### src/rtl/int_control.sv
// Interrupt controller: edge-latched pending bits, mask, fixed lowest-index priority,
// and a request/acknowledge/service sequencer for fetch control. Request output is int_req ("int" is reserved).
module int_control #(
   parameter int NUM_SRC     = 4,
   parameter int VEC_W       = 2,
   parameter int ACK_TIMEOUT = 8
) (
   input  logic               clk,
   input  logic               rst,
   input  logic [NUM_SRC-1:0] irq,
   input  logic [NUM_SRC-1:0] mask,
   input  logic               int_ack,
   input  logic               rti,
   output logic               int_req,
   output logic [VEC_W-1:0]   vector,
   output logic               in_service,
   output logic [NUM_SRC-1:0] pending
);

   localparam int CNT_W = (ACK_TIMEOUT > 2) ? $clog2(ACK_TIMEOUT) : 1;

   typedef enum logic [1:0] {IDLE, REQ, WAIT, SERVICE} state_t;

   state_t             state, state_n;
   logic [NUM_SRC-1:0] irq_prev;
   logic [CNT_W-1:0]   cnt, cnt_n;
   logic [NUM_SRC-1:0] rise, eligible, clr, pending_n;
   logic [VEC_W-1:0]   win, vector_n;
   logic               found;
   logic               svc_n;

   assign rise     = irq & ~irq_prev;
   assign eligible = pending & ~mask;

   always_comb begin
      win   = '0;
      found = 1'b0;
      for (int unsigned i = 0; i < NUM_SRC; i++) begin
         if (!found && eligible[i]) begin
            win   = VEC_W'(i);
            found = 1'b1;
         end
      end
   end

   always_comb begin
      state_n  = state;
      vector_n = vector;
      svc_n    = in_service;
      cnt_n    = cnt;
      clr      = '0;
      case (state)
         IDLE: begin
            if (found) begin
               vector_n = win;
               state_n  = REQ;
            end
         end
         REQ: begin
            cnt_n   = '0;
            state_n = WAIT;
         end
         WAIT: begin
            // acknowledge takes precedence over an expiring timeout
            if (int_ack) begin
               state_n = SERVICE;
               svc_n   = 1'b1;
               for (int unsigned i = 0; i < NUM_SRC; i++)
                  clr[i] = (vector == VEC_W'(i));
            end else if (cnt == CNT_W'(ACK_TIMEOUT - 1)) begin
               state_n = REQ;
            end else begin
               cnt_n = cnt + 1'b1;
            end
         end
         SERVICE: begin
            if (rti) begin
               svc_n   = 1'b0;
               state_n = IDLE;
            end
         end
         default: state_n = IDLE;
      endcase
      // a new edge on the bit being cleared keeps it pending
      pending_n = (pending & ~clr) | rise;
   end

   always_ff @(posedge clk) begin
      if (rst) begin
         state      <= IDLE;
         irq_prev   <= '0;
         pending    <= '0;
         vector     <= '0;
         int_req    <= 1'b0;
         in_service <= 1'b0;
         cnt        <= '0;
      end else begin
         state      <= state_n;
         irq_prev   <= irq;
         pending    <= pending_n;
         vector     <= vector_n;
         int_req    <= (state_n == REQ);
         in_service <= svc_n;
         cnt        <= cnt_n;
      end
   end

endmodule

### config.mk
export PLATFORM = sky130hd
export DESIGN_NAME = int_control
export DESIGN_NICKNAME = d
export VERILOG_FILES = /design/src/rtl/int_control.sv
export SDC_FILE = /design/constraint.sdc
export NUM_CORES = 1
export LEC_CHECK = 0
export CELL_PAD_IN_SITES_DETAIL_PLACEMENT = 0
export CELL_PAD_IN_SITES_GLOBAL_PLACEMENT = 2
export CORE_MARGIN = 8
export CORE_UTILIZATION = 25
export DETAILED_ROUTE_END_ITERATION = 7
export GPL_TIMING_DRIVEN = 0
export PLACE_DENSITY_LB_ADDON = 0.1
export SLEW_MARGIN = 15
export SYNTH_ARGS = -nofsm -noshare
export SYNTH_HDL_FRONTEND = slang
export SYNTH_SLANG_ARGS = --single-unit
### constraint.sdc
create_clock -name clk -period 3.6 [get_ports clk]
set_clock_uncertainty 0.15 [all_clocks]
set_input_delay 0.54 -clock clk [delete_from_list [all_inputs] [get_ports clk]]
set_output_delay 0.54 -clock clk [all_outputs]
set_load 0.02 [all_outputs]
==> impl_metrics.json, run 1 <==
{
  "post-dp-hpwl_um": 1460,
  "critPathCaptureType": "primary output",
  "post-layout-total-power_w": 0.000444,
  "post_cts_buffers": 0,
  "ys_seq_area_frac": 0.453,
  "fin_crit_sh": 0.573,
  "holdBufCountCts": 0,
  "remaining_drc_errors": 0,
  "clock-sinks": 17,
  "worst_slew_pin_slew_ns": 0.486,
  "nets": 124,
  "slew_violations": 0,
  "wl_um": 1900,
  "critPathBufInv": 1,
  "critPathArrivalTime_ns": 1.37,
  "ctsLongestPathBuffers": 2,
  "finalHoldWorstSlack_ns": 0.325,
  "status": "complete, no violations",
  "grt_usage": 0.0849,
  "grt_pass1_wl_um": 3310,
  "area_delta_synth_final_pct": 34.5,
  "p_leak_nw": 0.375,
  "timing.fmax_mhz": 485,
  "clkLatencyLatePin_ns": 0.29,
  "antennaDiodeCount": 0,
  "cts_max_level": 1,
  "drtIter0Drc": 16,
  "fin_setup_tns_ns": 0,
  "required_ns": 2.91,
  "via_per_inst": 4.78,
  "cts_resized": 0,
  "crit_path_start_kind": "flop",
  "synth_fp_nets": 100,
  "grt_pass1_vias": 684,
  "first_pass_iters": 4,
  "antenna_found_initial": 0,
  "rsz0062_at_grt": "no",
  "die_width_um": 70.8,
  "drive_gt1_frac": 0.0642,
  "place_ws_ns": 1.22,
  "cp_top_family": "buffers and inverters",
  "synth.avg_cell_area_um2": 8.73,
  "synthCells": 86,
  "power_density_nw_per_um2": 439,
  "cts-buffers-inserted": 3,
  "maxCapViolations": 0,
  "core_um2": 2950,
  "cpMaxStageDelayCell": "clkdlybuf4s50_1",
  "final.setup.worst_slack_ns": 1.54,
  "cts_root_buf": "clkbuf_4",
  "pin_count": 20,
  "ys_seq_elements": 17,
  "cts_tree": "done",
  "path_max_fanout": 6,
  "peakVddDrop_uv": 183,
  "die_h_um": 70.8,
  "rows": 20,
  "yosys_warnings": 0,
  "wire_per_inst_um": 13.4,
  "cts.reportedPaths.clkPinSlew_ns": 0.11,
  "place_congestion": 0.702,
  "setup_viol": 0,
  "syn_area_um2": 751,
  "slew_headroom": 0.676,
  "vias": 679,
  "overflow": 0,
  "cpPeakStageDelay_ns": 0.64,
  "initial_core_util": 0.254,
  "hold_viol": 0,
  "hp-class": "reg -> reg",
  "worstSetupPathType": "reg -> out",
  "min_period_ns": 2.06,
  "ys_types": 25,
  "ant_nets": 0,
  "dieArea_um2": 5010,
  "grt_max_degree": 11,
  "crit_path_cell_trace": "clkdlybuf4s50_1",
  "io_buffers": 19
}
-- path summary, 6_finish.rpt --
path / cells after the start / from / slack, ns / to
worst max-delay path: 1 / vector[0]$_SDFFE_PP0P_ / 1.54 / vector[0]
worst min-delay path: 2 / irq_prev[2]$_SDFF_PP0_ / 0.32 / pending[2]$_SDFF_PP0_
worst max register to register: 6 / cnt[0]$_SDFFE_PP0P_ / 1.87 / cnt[0]$_SDFFE_PP0P_
worst min register to register: 2 / irq_prev[2]$_SDFF_PP0_ / 0.32 / pending[2]$_SDFF_PP0_
-- through the flow --
step,instance area (um2),cells,utilization
finish,1010,142,0.342
floorplan,751,86,-
global route,1010,142,0.342
detailed placement,982,138,0.333
global placement,982,138,0.333
CTS,1010,142,0.342
-- report_power, final --
group,internal (W),switching (W),total [W]
logic,0.0000577,0.0000614,0.000119
registers,0.000207,0.0000119,0.000219
clock network,0.0000413,0.0000640,0.000105
-- Yosys cell counts, drive strengths merged --
cell	instances	share of area
a21o	2	0.020
a21oi	9	0.060
a22oi	1	0.010
a32o	3	0.040
and2	1	0.0083
buf	2	0.013
clkbuf	1	0.0050
dfxtp	17	0.45
ha	2	0.033
inv	6	0.030
nand2	7	0.035
nand2b	5	0.042
nand3	3	0.020
nand4	2	0.017
nor2	6	0.030
nor2b	9	0.075
nor4	1	0.0083
o21ai	3	0.020
o2bb2ai	1	0.012
o31a	1	0.012
o41ai	2	0.033
or4	1	0.010
or4b	1	0.013
-- flip-flops by register name (all words and copies together) (netlist names) --
register and cells:
pending 4, vector 2, cnt 3, in_service 1, irq_prev 4, int_req 1, state 2
-- per-layer routing --
metal  track usage  vias to the layer above  share of wire
li1              -                      348              -
met1        0.0897                      315           0.47
met2         0.142                       14           0.45
met3        0.0438                        2          0.070
met4        0.0277                        0         0.0079
met5             0                        -              0
-- cell type report --
class | instances | area [um2]
fillers | 336 | 1940
multi-input cells | 60 | 374
flip-flops and latches | 17 | 340
repair buffers | 19 | 190
well taps | 33 | 41.3
clock buffers | 3 | 22.5
inverters | 6 | 22.5
plain buffers | 3 | 13.8
clock inverters | 1 | 5.00
-- cell usage in the layout (no fill, tap or decap), types with 2 or more instances in the layout --
| cell | n |
|---|---|
| a21o_1 | 2 |
| ha_1 | 2 |
| nand4_1 | 2 |
| nand2b_1 | 5 |
| o21ai_0 | 2 |
| buf_2 | 2 |
| clkbuf_4 | 3 |
| nand3_1 | 3 |
| nand2_1 | 7 |
| dfxtp_1 | 17 |
| a32o_1 | 3 |
| inv_1 | 6 |
| nor2b_1 | 9 |
| nor2_1 | 6 |
| a21oi_1 | 9 |
| clkdlybuf4s50_1 | 19 |
-- logic make-up (layout without fill, tap and decap cells) --
logic type	after synthesis	count (layout)	share of synthesized area
AO/OA/AOI/OAI	22	22	0.207
buffers and inverters	9	32	0.0483
AND/OR/NAND/NOR	36	36	0.258
adder cells (fa/ha/maj)	2	2	0.0333
flip-flops	17	17	0.453
(Power assumes the default switching activity.)
==> run 2, diff against run 1 <==
--- a/config.mk
+++ b/config.mk
@@ -8,7 +8,7 @@
 export CELL_PAD_IN_SITES_DETAIL_PLACEMENT = 0
 export CELL_PAD_IN_SITES_GLOBAL_PLACEMENT = 2
 export CORE_MARGIN = 8
-export CORE_UTILIZATION = 25
+export CORE_UTILIZATION = 24
 export DETAILED_ROUTE_END_ITERATION = 7
 export GPL_TIMING_DRIVEN = 0
 export PLACE_DENSITY_LB_ADDON = 0.1
==> constraint.sdc (replaced) <==
create_clock -name clk -period 1.7 [get_ports clk]
set_clock_uncertainty 0.15 [all_clocks]
set_input_delay 0.255 -clock clk [delete_from_list [all_inputs] [get_ports clk]]
set_output_delay 0.255 -clock clk [all_outputs]
set_load 0.02 [all_outputs]
==> run 2 against run 1 <==
Against the previous run: clock power grew 110%; die area grew 3.2%; design area grew 3.0%; global-route usage shrank 0.20 points.
==> impl_metrics.json, run 2 (synthesized netlist as in run 1, its figures left out) <==
{
  "crit_path_start_kind": "flop",
  "critPathBufInv": 0,
  "global_route.usage.met3": 0.0303,
  "hold_viol": 0,
  "die_h_um": 71.9,
  "hp-class": "reg -> reg",
  "r2r_end": "cnt[0]$_SDFFE_PP0P_",
  "core_um2": 3000,
  "cp-startpoint": "cnt[0]$_SDFFE_PP0P_",
  "critPathArrivalTime_ns": 1.75,
  "rows": 20,
  "final.setup.worst_slack_ns": 0.0308,
  "grt_pass1_vias": 682,
  "cts.reportedPaths.clkPinSlew_ns": 0.11,
  "drive_gt1_frac": 0.110,
  "r2r_slack_ns": 0.03,
  "remaining_drc_errors": 0,
  "final_cell_mix": "dfxtp_1 (16), clkdlybuf4s50_1 (12), nor2b_1 (9), a21oi_1 (8), nand2_1 (7)",
  "power_switching_w": 0.000293,
  "crit_end": "cnt[0]$_SDFFE_PP0P_",
  "grt_usage": 0.0829,
  "r2r_start": "cnt[0]$_SDFFE_PP0P_",
  "final_area_um2": 1040,
  "fin_setup_tns_ns": 0,
  "dieArea_um2": 5170,
  "grt.met1_usage": 0.0976,
  "peakVddDrop_uv": 289,
  "place_ws_ns": -0.425,
  "power_density_nw_per_um2": 906,
  "largest_registers": "irq_prev (4), pending (4), cnt (3)",
  "fillers": 329,
  "via_per_inst": 4.81,
  "cpPeakStageDelay_ns": 0.49,
  "pin_count": 20,
  "cts-buffers-inserted": 3,
  "crit_path_cell_trace": "ha_2 -> ha_4 -> or4b_4 -> a21oi_2 -> a21oi_1 -> nor2_1",
  "required_ns": 1.78,
  "vias": 683,
  "area_delta_synth_final_pct": 38.5,
  "grt.busiest_layer": "met2",
  "cts_root_buf": "clkbuf_4",
  "nets": 124,
  "wl_um": 2020,
  "clock-sinks": 17,
  "cts_max_level": 1,
  "setup_viol": 0,
  "status": "complete, no violations",
  "power.internal_w": 0.000648,
  "dpl_cell_area_um2": 982,
  "clkLatencyLatePin_ns": 0.29,
  "fin_crit_sh": 0.982,
  "worstSetupPathType": "reg -> reg",
  "overflow": 0,
  "slew_violations": 0,
  "seqPwrFrac": 0.493,
  "die_width_um": 71.9,
  "holdBufCountCts": 0,
  "ant_nets": 0,
  "ctsLongestPathBuffers": 2,
  "first_pass_iters": 4,
  "drtIter0Drc": 32,
  "cp_top_family": "simple AND/OR/NAND/NOR gates",
  "grt_pass1_wl_um": 3300,
  "antennaDiodeCount": 0,
  "antenna_found_initial": 0,
  "wire_per_inst_um": 14.2,
  "path_max_fanout": 4,
  "post-dp-hpwl_um": 1490,
  "rsz0062_at_grt": "yes",
  "cp.depth": 6,
  "place_congestion": 0.713,
  "grt_max_degree": 11,
  "timing.fmax_mhz": 599,
  "final_common_cell": "dfxtp_1",
  "p_leak_nw": 0.437,
  "met2_usage": 0.127,
  "switching_share": 0.312,
  "worst_slew_pin_slew_ns": 0.459,
  "r2r_cells": 6,
  "slew_headroom": 0.691,
  "cts_tree": "done",
  "critPathCaptureType": "flop",
  "maxCapViolations": 0,
  "post-layout-total-power_w": 0.000942,
  "min_period_ns": 1.67,
  "power_frac_clock": 0.237,
  "initial_core_util": 0.250,
  "comb_power_share": 0.269,
  "io_buffers": 19,
  "cpMaxStageDelayCell": "or4b_4"
}
-- run 2: cell count changes in the layout (fill, tap and decap cells not counted), sizes merged --
cell	delta
dlymetal6s2s	+4
clkbuf	+1
clkinv	-1
dlygate4sd2	+3
clkdlybuf4s50	-7
-- run 2: layout make-up --
cell class	count	area, um2	area share
multi-input combinational	60	397	0.381
timing repair buffer	19	196	0.189
tap	33	41.3	0.0397
clock buffer	4	26.3	0.0253
inverter	6	22.5	0.0217
buffer	3	15.0	0.0144
sequential	17	342	0.329
-- run 2: worst min path at each step --
| stage | start | endpoint | slack (ns) | depth (start not counted) |
|---|---|---|---|---|
| 2_1_floorplan | rst | irq_prev[0]$_SDFF_PP0_ | 0.19 | 1 |
| 3_3_place_gp | irq_prev[2]$_SDFF_PP0_ | pending[2]$_SDFF_PP0_ | 0.29 | 2 |
| 3_5_place_dp | irq_prev[2]$_SDFF_PP0_ | pending[2]$_SDFF_PP0_ | 0.31 | 2 |
| 4_1_cts | irq_prev[2]$_SDFF_PP0_ | pending[2]$_SDFF_PP0_ | 0.33 | 2 |
| 5_1_grt | irq_prev[0]$_SDFF_PP0_ | pending[0]$_SDFF_PP0_ | 0.35 | 2 |
| 6_report | irq_prev[3]$_SDFF_PP0_ | pending[3]$_SDFF_PP0_ | 0.33 | 2 |
-- run 2: what timing repair did --
item	4_1_cts	5_1_grt
cloned	0	0
endpoints found under the setup margin	8	5
gates resized for setup	5	9
setup buffers	0	0
-- run 2: per-stage QoR --
step / utilization / hold slack (ns) / std cells
after global routing: 0.346 / 0.345 / 142
after global placement: 0.327 / 0.292 / 138
after detailed placement: 0.327 / 0.309 / 138
after CTS: 0.336 / 0.334 / 142
final: 0.346 / 0.329 / 142
after floorplan: - / 0.188 / 86
-- run 2: worst register-to-register path: stages, from the launching register on --
cell,delay [ns]
dfxtp_2,0.36
ha_2,0.20
ha_4,0.17
or4b_4,0.49
a21oi_2,0.13
a21oi_1,0.05
nor2_1,0.08
-- run 2: power by group through the flow --
stage	Clock, W	Sequential [W]	Combinational [W]
3_3_place_gp	0	0.000473	0.000259
2_1_floorplan	0	0.000499	0.000119
5_1_grt	0.000254	0.000470	0.000283
3_5_place_dp	0	0.000474	0.000259
4_1_cts	0.000236	0.000465	0.000255
6_report	0.000224	0.000464	0.000254
-- run 2: metal layers --
layer	wire length, um	part of all wire
met3	127	0.063
met2	890	0.44
met1	982	0.49
met4	15	0.0074
met5	0	0
==> run 3, diff against run 2 <==
--- a/config.mk
+++ b/config.mk
@@ -9,6 +9,7 @@
 export CELL_PAD_IN_SITES_GLOBAL_PLACEMENT = 2
 export CORE_MARGIN = 8
 export CORE_UTILIZATION = 24
+export CTS_CLUSTER_SIZE = 16
 export DETAILED_ROUTE_END_ITERATION = 7
 export GPL_TIMING_DRIVEN = 0
 export PLACE_DENSITY_LB_ADDON = 0.1
==> results of run 3 <==
The final DEF is identical to that of run 2; final timing and power are the same.
